<file path="config.mk">
export PLATFORM = sky130hd
export DESIGN_NAME = io_reg_deser
export DESIGN_NICKNAME = d
export VERILOG_FILES = /design/src/rtl/io_reg_deser.sv
export SDC_FILE = /design/constraint.sdc
export NUM_CORES = 1
export LEC_CHECK = 0
export BUFFER_PORTS_ARGS = -buffer_cell sky130_fd_sc_hd__buf_4
export CAP_MARGIN = 10
export CORE_ASPECT_RATIO = 0.5
export CORE_MARGIN = 10
export CORE_UTILIZATION = 50
export DETAILED_ROUTE_END_ITERATION = 16
export PLACE_DENSITY_LB_ADDON = 0.2
export SLEW_MARGIN = 20
export SYNTH_ARGS = -nofsm -noshare
export SYNTH_HDL_FRONTEND = slang
export SYNTH_SLANG_ARGS = --single-unit
</file>
<file path="constraint.sdc">
create_clock -name clk -period 2.4 [get_ports clk]
set_clock_uncertainty 0.1 [all_clocks]
set_input_delay 0 -clock clk [delete_from_list [all_inputs] [get_ports clk]]
set_output_delay 0 -clock clk [all_outputs]
set_load 0.02 [all_outputs]
</file>
<file path="src/rtl/io_reg_deser.sv">
// ----------------------------------------------------------------------------
// io_reg_deser
//
// Receiving end of the scrambled 512:1 I/O register test mux. A framed
// single-bit stream is reassembled into a WIDTH-bit word. Bit n of a frame
// lands at par_out[n ^ key], where key is the 3-bit common select captured
// on the frame-start bit and zero-extended to IDX_W bits. A completed word
// is held on a valid/ready handshake. Valid bits that arrive while the word
// is still unconsumed are dropped and raise a sticky overrun flag.
//
// Ports
//   clk          single clock, rising edge
//   reset_n      asynchronous active-low reset
//   ser_in       serial data bit
//   ser_valid    ser_in is valid this cycle
//   frame_start  first bit of a frame (qualified by ser_valid)
//   com_sel      index scramble key, sampled on an accepted frame start
//   par_out      assembled word (registered)
//   par_valid    par_out holds a complete frame (registered)
//   par_ready    downstream accepts par_out
//   busy         state is not IDLE (registered)
//   overrun      sticky: a valid bit was dropped while holding a word
// ----------------------------------------------------------------------------
module io_reg_deser #(
    parameter int WIDTH = 512,
    parameter int IDX_W = $clog2(WIDTH)
) (
    input  logic             clk,
    input  logic             reset_n,
    input  logic             ser_in,
    input  logic             ser_valid,
    input  logic             frame_start,
    input  logic [2:0]       com_sel,
    output logic [WIDTH-1:0] par_out,
    output logic             par_valid,
    input  logic             par_ready,
    output logic             busy,
    output logic             overrun
);

    typedef enum logic [1:0] {
        ST_IDLE    = 2'd0,
        ST_COLLECT = 2'd1,
        ST_HOLD    = 2'd2
    } state_e;

    localparam logic [IDX_W-1:0] LAST_IDX = IDX_W'(WIDTH - 1);
    localparam logic [IDX_W-1:0] ONE_IDX  = IDX_W'(1);

    state_e             state_q,     state_d;
    logic [IDX_W-1:0]   count_q,     count_d;
    logic [IDX_W-1:0]   key_q,       key_d;
    logic [WIDTH-1:0]   par_out_q,   par_out_d;
    logic               par_valid_q, par_valid_d;
    logic               overrun_q,   overrun_d;
    logic               busy_q,      busy_d;

    logic [IDX_W-1:0]   com_sel_ext;
    logic               start;
    logic               handshake;

    // The 3-bit key only ever perturbs the low index bits.
    assign com_sel_ext = {{(IDX_W-3){1'b0}}, com_sel};
    assign start       = ser_valid && frame_start;
    // par_valid_q is only ever high in HOLD, so par_ready outside HOLD
    // cannot complete a handshake.
    assign handshake   = par_valid_q && par_ready;

    // ------------------------------------------------------------------------
    // Next-state logic
    // ------------------------------------------------------------------------
    always_comb begin
        // NOTE: every _d signal takes its held value first so no path through
        // the case statement can leave one unassigned and infer a latch.
        state_d     = state_q;
        count_d     = count_q;
        key_d       = key_q;
        par_out_d   = par_out_q;
        par_valid_d = par_valid_q;
        overrun_d   = overrun_q;

        unique case (state_q)
            ST_IDLE: begin
                // A lone ser_valid without frame_start is simply ignored.
                if (start) begin
                    state_d         = ST_COLLECT;
                    par_out_d       = '0;
                    par_out_d[com_sel_ext] = ser_in;
                    key_d           = com_sel_ext;
                    count_d         = ONE_IDX;
                    overrun_d       = 1'b0;
                end
            end

            ST_COLLECT: begin
                if (start) begin
                    // Resynchronise: partial word is thrown away.
                    state_d         = ST_COLLECT;
                    par_out_d       = '0;
                    par_out_d[com_sel_ext] = ser_in;
                    key_d           = com_sel_ext;
                    count_d         = ONE_IDX;
                    overrun_d       = 1'b0;
                end else if (ser_valid) begin
                    par_out_d[count_q ^ key_q] = ser_in;
                    // Wraps to zero naturally after the last bit.
                    count_d = count_q + ONE_IDX;
                    if (count_q == LAST_IDX) begin
                        state_d     = ST_HOLD;
                        par_valid_d = 1'b1;
                    end
                end
            end

            ST_HOLD: begin
                if (handshake) begin
                    par_valid_d = 1'b0;
                    state_d     = ST_IDLE;
                    // Zero-bubble restart on the consuming edge.
                    if (start) begin
                        state_d         = ST_COLLECT;
                        par_out_d       = '0;
                        par_out_d[com_sel_ext] = ser_in;
                        key_d           = com_sel_ext;
                        count_d         = ONE_IDX;
                        overrun_d       = 1'b0;
                    end
                end else if (ser_valid) begin
                    // Word still owned by downstream: the bit is lost,
                    // frame_start or not.
                    overrun_d = 1'b1;
                end
            end

            default: begin
                state_d = ST_IDLE;
            end
        endcase

        // busy is registered from the next state so it has no input path.
        busy_d = (state_d != ST_IDLE);
    end

    // ------------------------------------------------------------------------
    // State registers
    // ------------------------------------------------------------------------
    // NOTE: par_out is reset like the control state because its reset value
    // is architecturally visible; it is a register bank, not a RAM.
    always_ff @(posedge clk or negedge reset_n) begin
        if (!reset_n) begin
            state_q     <= ST_IDLE;
            count_q     <= '0;
            key_q       <= '0;
            par_out_q   <= '0;
            par_valid_q <= 1'b0;
            overrun_q   <= 1'b0;
            busy_q      <= 1'b0;
        end else begin
            // NOTE: non-blocking assignments so every flop samples the
            // pre-edge values regardless of statement order.
            state_q     <= state_d;
            count_q     <= count_d;
            key_q       <= key_d;
            par_out_q   <= par_out_d;
            par_valid_q <= par_valid_d;
            overrun_q   <= overrun_d;
            busy_q      <= busy_d;
        end
    end

    assign par_out   = par_out_q;
    assign par_valid = par_valid_q;
    assign busy      = busy_q;
    assign overrun   = overrun_q;

endmodule

</file>
==> results.cfg, run 1 <==
[detailed_routing]
drtPass1Iterations = 5
drt-total-wl_mm = 82.2
routedWlPerCell_um = 26.8
ant_nets = 0
first_iter_violations = 2499
viasPerCell = 6.52
drc_errors = 0
via_count = 19975

[sta]
relSlewSlack_pct = 57.1
finalCriticalPeriod_ns = 2.32
final_max_slew_viol_count = 0
fmax_mhz = 431
whs_ns = 0.0751
post-route-period-util_pct = 96.6
hold_violations = 0
worst_pin_slew_ns = 0.644
grt_setup_unrepaired = true
tns_ns = 0
setup_viol = 0

[synthesis]
synth-compound-area-share_pct = 34.5
synth-simple-area-share_pct = 1.90
syn_inst = 2041
yosys.area_share.adder_pct = 0.108
synth.distinct_cells = 36
syn_area_um2 = 23100
synth_ff_type = dfrtp_1
yosysSeqAreaShare_pct = 57.2
ys_ff_latch = 529
avgSynthCellArea_um2 = 11.3
yosys.area_share.xor_xnor_pct = 0.454
synth_top_family_by_area = compound AO/OA/AOI/OAI gates
yosys-mux-area-fraction_pct = 0.389
ys_warn_count = 0
synth_fp_nets = 2052
synth-async-reset-ratio_pct = 100
synth-edff-count = 0

[placement]
place_hpwl_mm = 53.6
io_buffers = 523
gp_congestion = 0.860

[critical_path]
crit_fanout = 26
critPathLaunchType = flop
crit_chain = buf_4 -> xor2_2 -> or4_2 -> buf_4 -> o211ai_1 -> o31ai_1
worstSetupPathType = reg -> reg
crit_buf_inv = 2
crit_family = simple AND/OR/NAND/NOR gates
regToRegStartpoint = count_q[0]
crit_path_end_kind = flop
cp.required_ns = 2.74
crit_slowest_cell = or4_2
cp.arrival_ns = 2.66
crit_top_cell = buf_4
critPathMaxStageDelay_ns = 0.63
startpoint = count_q[0]

[run_status]
status = complete, no violations

[floorplanning]
ioPinCount = 524
num_rows = 55
core_um2 = 45400
die_area_um2 = 55800
start_util_pct = 50.9
die_w_um = 324
dieHeight_um = 172

[power_and_ir_drop]
ir_worst_vdd_mv = 0.556
powerDensity_nw_per_um2 = 641
leakage_nw = 13.3

[grt]
grt_start_max_net_pins = 101
grt_usage_pct = 28.3
first_global_vias = 19374
antenna_found_initial = 1
grt_pass1_wl_mm = 123
grt.overflow.total = 0

[clock_tree]
numCtsBuffers = 48
clock_path_buffers = 3
insertion_delay_ns = 0.57
htreeDepth = 2
clk_pin_slew_ns = 0.07
root_buffer = clkbuf_16
cts_tree = yes
cts.sinks = 529

[cells_and_area]
drive_gt1_share_pct = 32.0
syn_to_final_growth_pct = 29.5
nNetsFinal = 2440

[flow_run]
cap_violations = 0

[worst_hold_path]
hp-class = in -> async
==> kinds of logic after synthesis <==
group | count (synthesis)
mux | 8
xor+xnor | 12
flops | 529
fa+ha+maj | 2
buf+inv | 334
compound gates | 1076
simple gates | 80
==> worst min-delay path: stages <==
cell and delay, ns:
dlygate4sd3_1 0.56, buf_8 0.28, buf_16 0.28
==> layout by cell type, fill, tap and decap left out, types with 3 or more instances in the layout <==
cell / netlist / routed
or4_2: 0 / 7
clkbuf_1: 318 / 8
mux2_2: 8 / 8
buf_12: 0 / 34
o2111ai_1: 32 / 3
dfrtp_1: 529 / 527
clkbuf_16: 0 / 49
buf_4: 0 / 618
clkinv_2: 0 / 12
nor3b_1: 3 / 3
a21oi_1: 4 / 4
xor2_1: 4 / 3
o2111ai_2: 0 / 28
and3b_1: 5 / 4
o31ai_1: 471 / 471
nand3_1: 4 / 3
o211ai_1: 505 / 505
nor2_1: 11 / 11
inv_1: 4 / 3
buf_6: 0 / 4
xnor2_1: 8 / 8
o21ai_0: 52 / 52
a2111oi_0: 3 / 3
dlygate4sd3_1: 0 / 9
clkbuf_8: 0 / 12
nand4_1: 13 / 13
nor2b_1: 3 / 3
nand2_1: 22 / 22
nand2b_1: 3 / 3
==> worst paths after layout <==
kind / end / slack [ns] / cells past startpoint
max: par_out[192] / 0.08 / 6
max reg2reg: par_out[192] / 0.08 / 6
min in group clk: key_q[0] / 0.13 / 4
min reg2reg: par_out[7] / 0.41 / 1
min: par_out[437] / 0.08 / 3
max in group asynchronous: par_out[376] / 1.55 / 4
==> cells in the mapped netlist, types with 2 or more instances <==
cell type | n | area share, %
a21oi_1 | 4 | 0.087
o21ai_1 | 2 | 0.043
and3_1 | 2 | 0.054
nor2_1 | 11 | 0.18
xnor2_1 | 8 | 0.30
inv_1 | 4 | 0.065
and3b_1 | 5 | 0.19
nor3b_1 | 3 | 0.097
nor3_1 | 3 | 0.065
a211oi_1 | 2 | 0.065
buf_2 | 2 | 0.043
nand2_1 | 22 | 0.36
ha_1 | 2 | 0.11
a2111oi_0 | 3 | 0.11
xor2_1 | 4 | 0.15
buf_1 | 10 | 0.16
clkbuf_1 | 318 | 5.2
o2111ai_1 | 32 | 1.2
nand3_1 | 4 | 0.087
o21ai_0 | 52 | 1.1
nor2b_1 | 3 | 0.081
dfrtp_1 | 529 | 57
mux2_2 | 8 | 0.39
o31ai_1 | 471 | 15
o211ai_1 | 505 | 16
or4_1 | 8 | 0.26
nand2b_1 | 3 | 0.081
nand4_1 | 13 | 0.35
==> state kept, by name, summed over array words and instances (netlist names) <==
| register | count |
|---|---|
| par_valid | 1 |
| overrun | 1 |
| par_out | 512 |
| busy | 1 |
| count_q | 9 |
| state_q | 2 |
| key_q | 3 |
==> layout make-up <==
class                      count  area (µm²)
fill                        3461       15500
sequential                   529       13200
multi-input combinational   1178        8880
timing repair buffer         668        5510
clock buffer                  69        1420
tap                          598         748
clock inverter                15         129
inverter                       4        15.0
antenna                        1        2.50
==> stage by stage <==
stage	area [µm²]	total power [mW]	worst slack, ns	util, %	std cells
3_3_place_gp	28200	11.5	0.121	62.1	2963
2_1_floorplan	23100	10.4	0.293	-	2041
3_5_place_dp	28200	11.5	0.0669	62.1	2963
6_report	29900	19.2	0.0824	65.9	3062
5_1_grt	29900	19.8	-0.0116	65.9	3062
4_1_cts	29900	19.2	0.0196	65.8	3058
==> report_power, final <==
group	leakage, nW	total, mW	switching, mW	internal [mW]
logic	5.20	2.40	1.86	0.538
registers	7.36	9.04	0.0607	8.98
clock network	0.779	7.75	3.43	4.32
==> layer usage <==
metal	part of all wire (%)	up-vias	track usage [%]
met5	0	-	0
met4	5.1	0	13.4
met3	7.1	191	5.25
met2	48	807	45.7
met1	40	10006	36.9
li1	-	8971	-
==> timing repair <==
action / 4_1_cts / 5_1_grt
setup buffers: 0 / 3
hold buffers: 11 / 0
resized for setup: 0 / 11
setup endpoints to repair: 0 / 70
endpoints found under the hold margin: 530 / 0
No activity file was read; power rests on OpenSTA's default activity.
==> inputs of run 2 (changes only) <==
ABC_AREA = 1   (was not set)
CORE_UTILIZATION = 45   (was 50)
==> results.cfg, run 2 <==
[sta]
grt_setup_unrepaired = false
relSlewSlack_pct = 51.2
finalCriticalPeriod_ns = 2.21
hold_violations = 0
post-route-period-util_pct = 92.0
fmax_mhz = 453
finalWorstSetupSlack_ns = 0.192
final_max_slew_viol_count = 0
setup_viol = 0
worst_pin_slew_ns = 0.733
tns_ns = 0

[synthesis]
syn_inst = 3607
synth-async-reset-ratio_pct = 100
ys_ff_latch = 529
synth_ff_type = dfrtp_1
synth_fp_nets = 3618
yosysMostFrequentCell = nand2_1
synth-compound-area-share_pct = 8.98
synth_common_cells = nand2_1, nand3_1, dfrtp_1, inv_1, o21ai_1
yosys.area_share.adder_pct = 0.0947
yosysSeqAreaShare_pct = 50.1
avgSynthCellArea_um2 = 7.32
synth.distinct_cells = 24
synth_area_leaders = dfrtp_1, nand2_1, nand3_1
synth-edff-count = 0
yosys.area_share.xor_xnor_pct = 0
synth_top_family_by_area = simple AND/OR/NAND/NOR gates
synth_top_area_cell = dfrtp_1
synth.top_cell.area_share_pct = 50.1
ys_warn_count = 0
yosys-mux-area-fraction_pct = 0
syn_area_um2 = 26400
synth-simple-area-share_pct = 29.3

[clock_tree]
htreeDepth = 2
clk_pin_slew_ns = 0.07
cts_hold_buf = 11
clock_path_buffers = 3
cts_resized = 0
insertion_delay_ns = 0.58
numCtsBuffers = 49
root_buffer = clkbuf_16
cts_tree = yes
cts.sinks = 529
post_cts_buffers = 0

[critical_path]
critPathLaunchType = flop
crit_fanout = 61
crit_path_end_kind = flop
cp.arrival_ns = 2.58
cp.required_ns = 2.77
worstSetupPathType = reg -> reg

[detailed_routing]
first_iter_violations = 3111
routedWlPerCell_um = 20.1
drc_errors = 0
ant_nets = 0
via_count = 26072
viasPerCell = 5.34
drt-total-wl_mm = 98.1
drtPass1Iterations = 7

[placement]
io_buffers = 523
place_hpwl_mm = 65.7
post-place-ws_ns = 0.249
gp_congestion = 0.876

[cells_and_area]
nNetsFinal = 4086
seq_area_um2 = 13200
largest_register_ffs = 512
final_cell_mix = nand2_1, buf_4, nand3_1
syn_to_final_growth_pct = 27.2
multi_input_area_um2 = 10300
num-fill-cells = 5247
layout_commonest_cell = nand2_1
drive_gt1_share_pct = 19.2

[flow_run]
cap_violations = 0

[worst_hold_path]
hp-class = in -> reg

[floorplanning]
num_rows = 62
start_util_pct = 45.8
die_area_um2 = 69400
ioPinCount = 524
die_w_um = 363
dieHeight_um = 191
core_um2 = 57700

[grt]
grt_usage_pct = 27.3
grt.overflow.total = 0
first_global_vias = 25036
grt_start_max_net_pins = 77
antenna_found_initial = 0
grt_pass1_wl_mm = 150

[power_and_ir_drop]
ir_worst_vdd_mv = 0.438
leakage_nw = 21.5
finalPower_mw = 19.2
powerDensity_nw_per_um2 = 572

[run_status]
status = complete, no violations
run 2: changes by cell type in the layout (fill, tap and decap cells not counted), sizes merged, moves of 10 or more:
cell	delta
nand3	+548
nand4	-10
o211ai	-505
o21ai	+413
o31ai	-471
nand2	+1132
o2111ai	-32
nor2	+124
inv	+493
run 2: path summary, 6_finish.rpt:
check | start | endpoint | slack (ns) | depth (start not counted)
max | state_q[0] | par_out[238] | 0.19 | 9
min | com_sel[0] | key_q[0] | 0.22 | 4
max reg2reg | state_q[0] | par_out[238] | 0.19 | 9
min reg2reg | par_out[468] | par_out[468] | 0.40 | 2
max in group asynchronous | reset_n | par_out[493] | 1.14 | 5
min in group asynchronous | reset_n | par_out[220] | 0.53 | 4
run 2: metal layers:
layer	part of all wire [%]	track usage [%]
met1	40	35.2
met4	3.9	10.6
met3	7.7	5.03
met5	0	0
met2	48	45.4
run 2: through the flow:
| stage | hold slack (ns) | instances | utilization, % | cell area [µm²] |
|---|---|---|---|---|
| after global routing | 0.236 | 4878 | 58.2 | 33600 |
| after detailed placement | -0.108 | 4781 | 55.3 | 31900 |
| final | 0.217 | 4879 | 58.2 | 33600 |
| after CTS | 0.177 | 4878 | 58.2 | 33600 |
| after floorplan | -0.396 | 3607 | - | 26400 |
| after global placement | -0.114 | 4781 | 55.3 | 31900 |
run 2: critical path: stages, from the launching register on:
cell	delay, ns
dfrtp_1	0.41
inv_2	0.07
nor2_1	0.16
nor2_1	0.11
nor2_4	0.23
buf_12	0.32
buf_12	0.25
nand3_1	0.13
o21ai_0	0.21
inv_1	0.06
run 2: layout make-up:
type                       count  share of cell area, %
tap                          768                   2.86
multi-input combinational   2325                   30.5
timing repair buffer         674                   17.0
inverter                     496                   5.56
sequential                   529                   39.4
clock buffer                  72                   4.23
clock inverter                14                  0.383
antenna                        1                0.00745
run 2: kinds of logic (layout without fill, tap and decap cells):
logic type / Yosys count / in the layout
adders and majority gates: 2 / 2
and+or+nand+nor: 1849 / 1849
buffers and inverters: 753 / 1256
DFF: 529 / 529
AOI/OAI and AO/OA: 474 / 474
other: 0 / 1
run 2: power breakdown:
part           switching [mW]  leakage (nW)  internal (mW)
registers              0.0671          7.35           8.98
logic                    1.72          13.4          0.559
clock network            3.58         0.765           4.31
total                    5.37          21.5           13.9
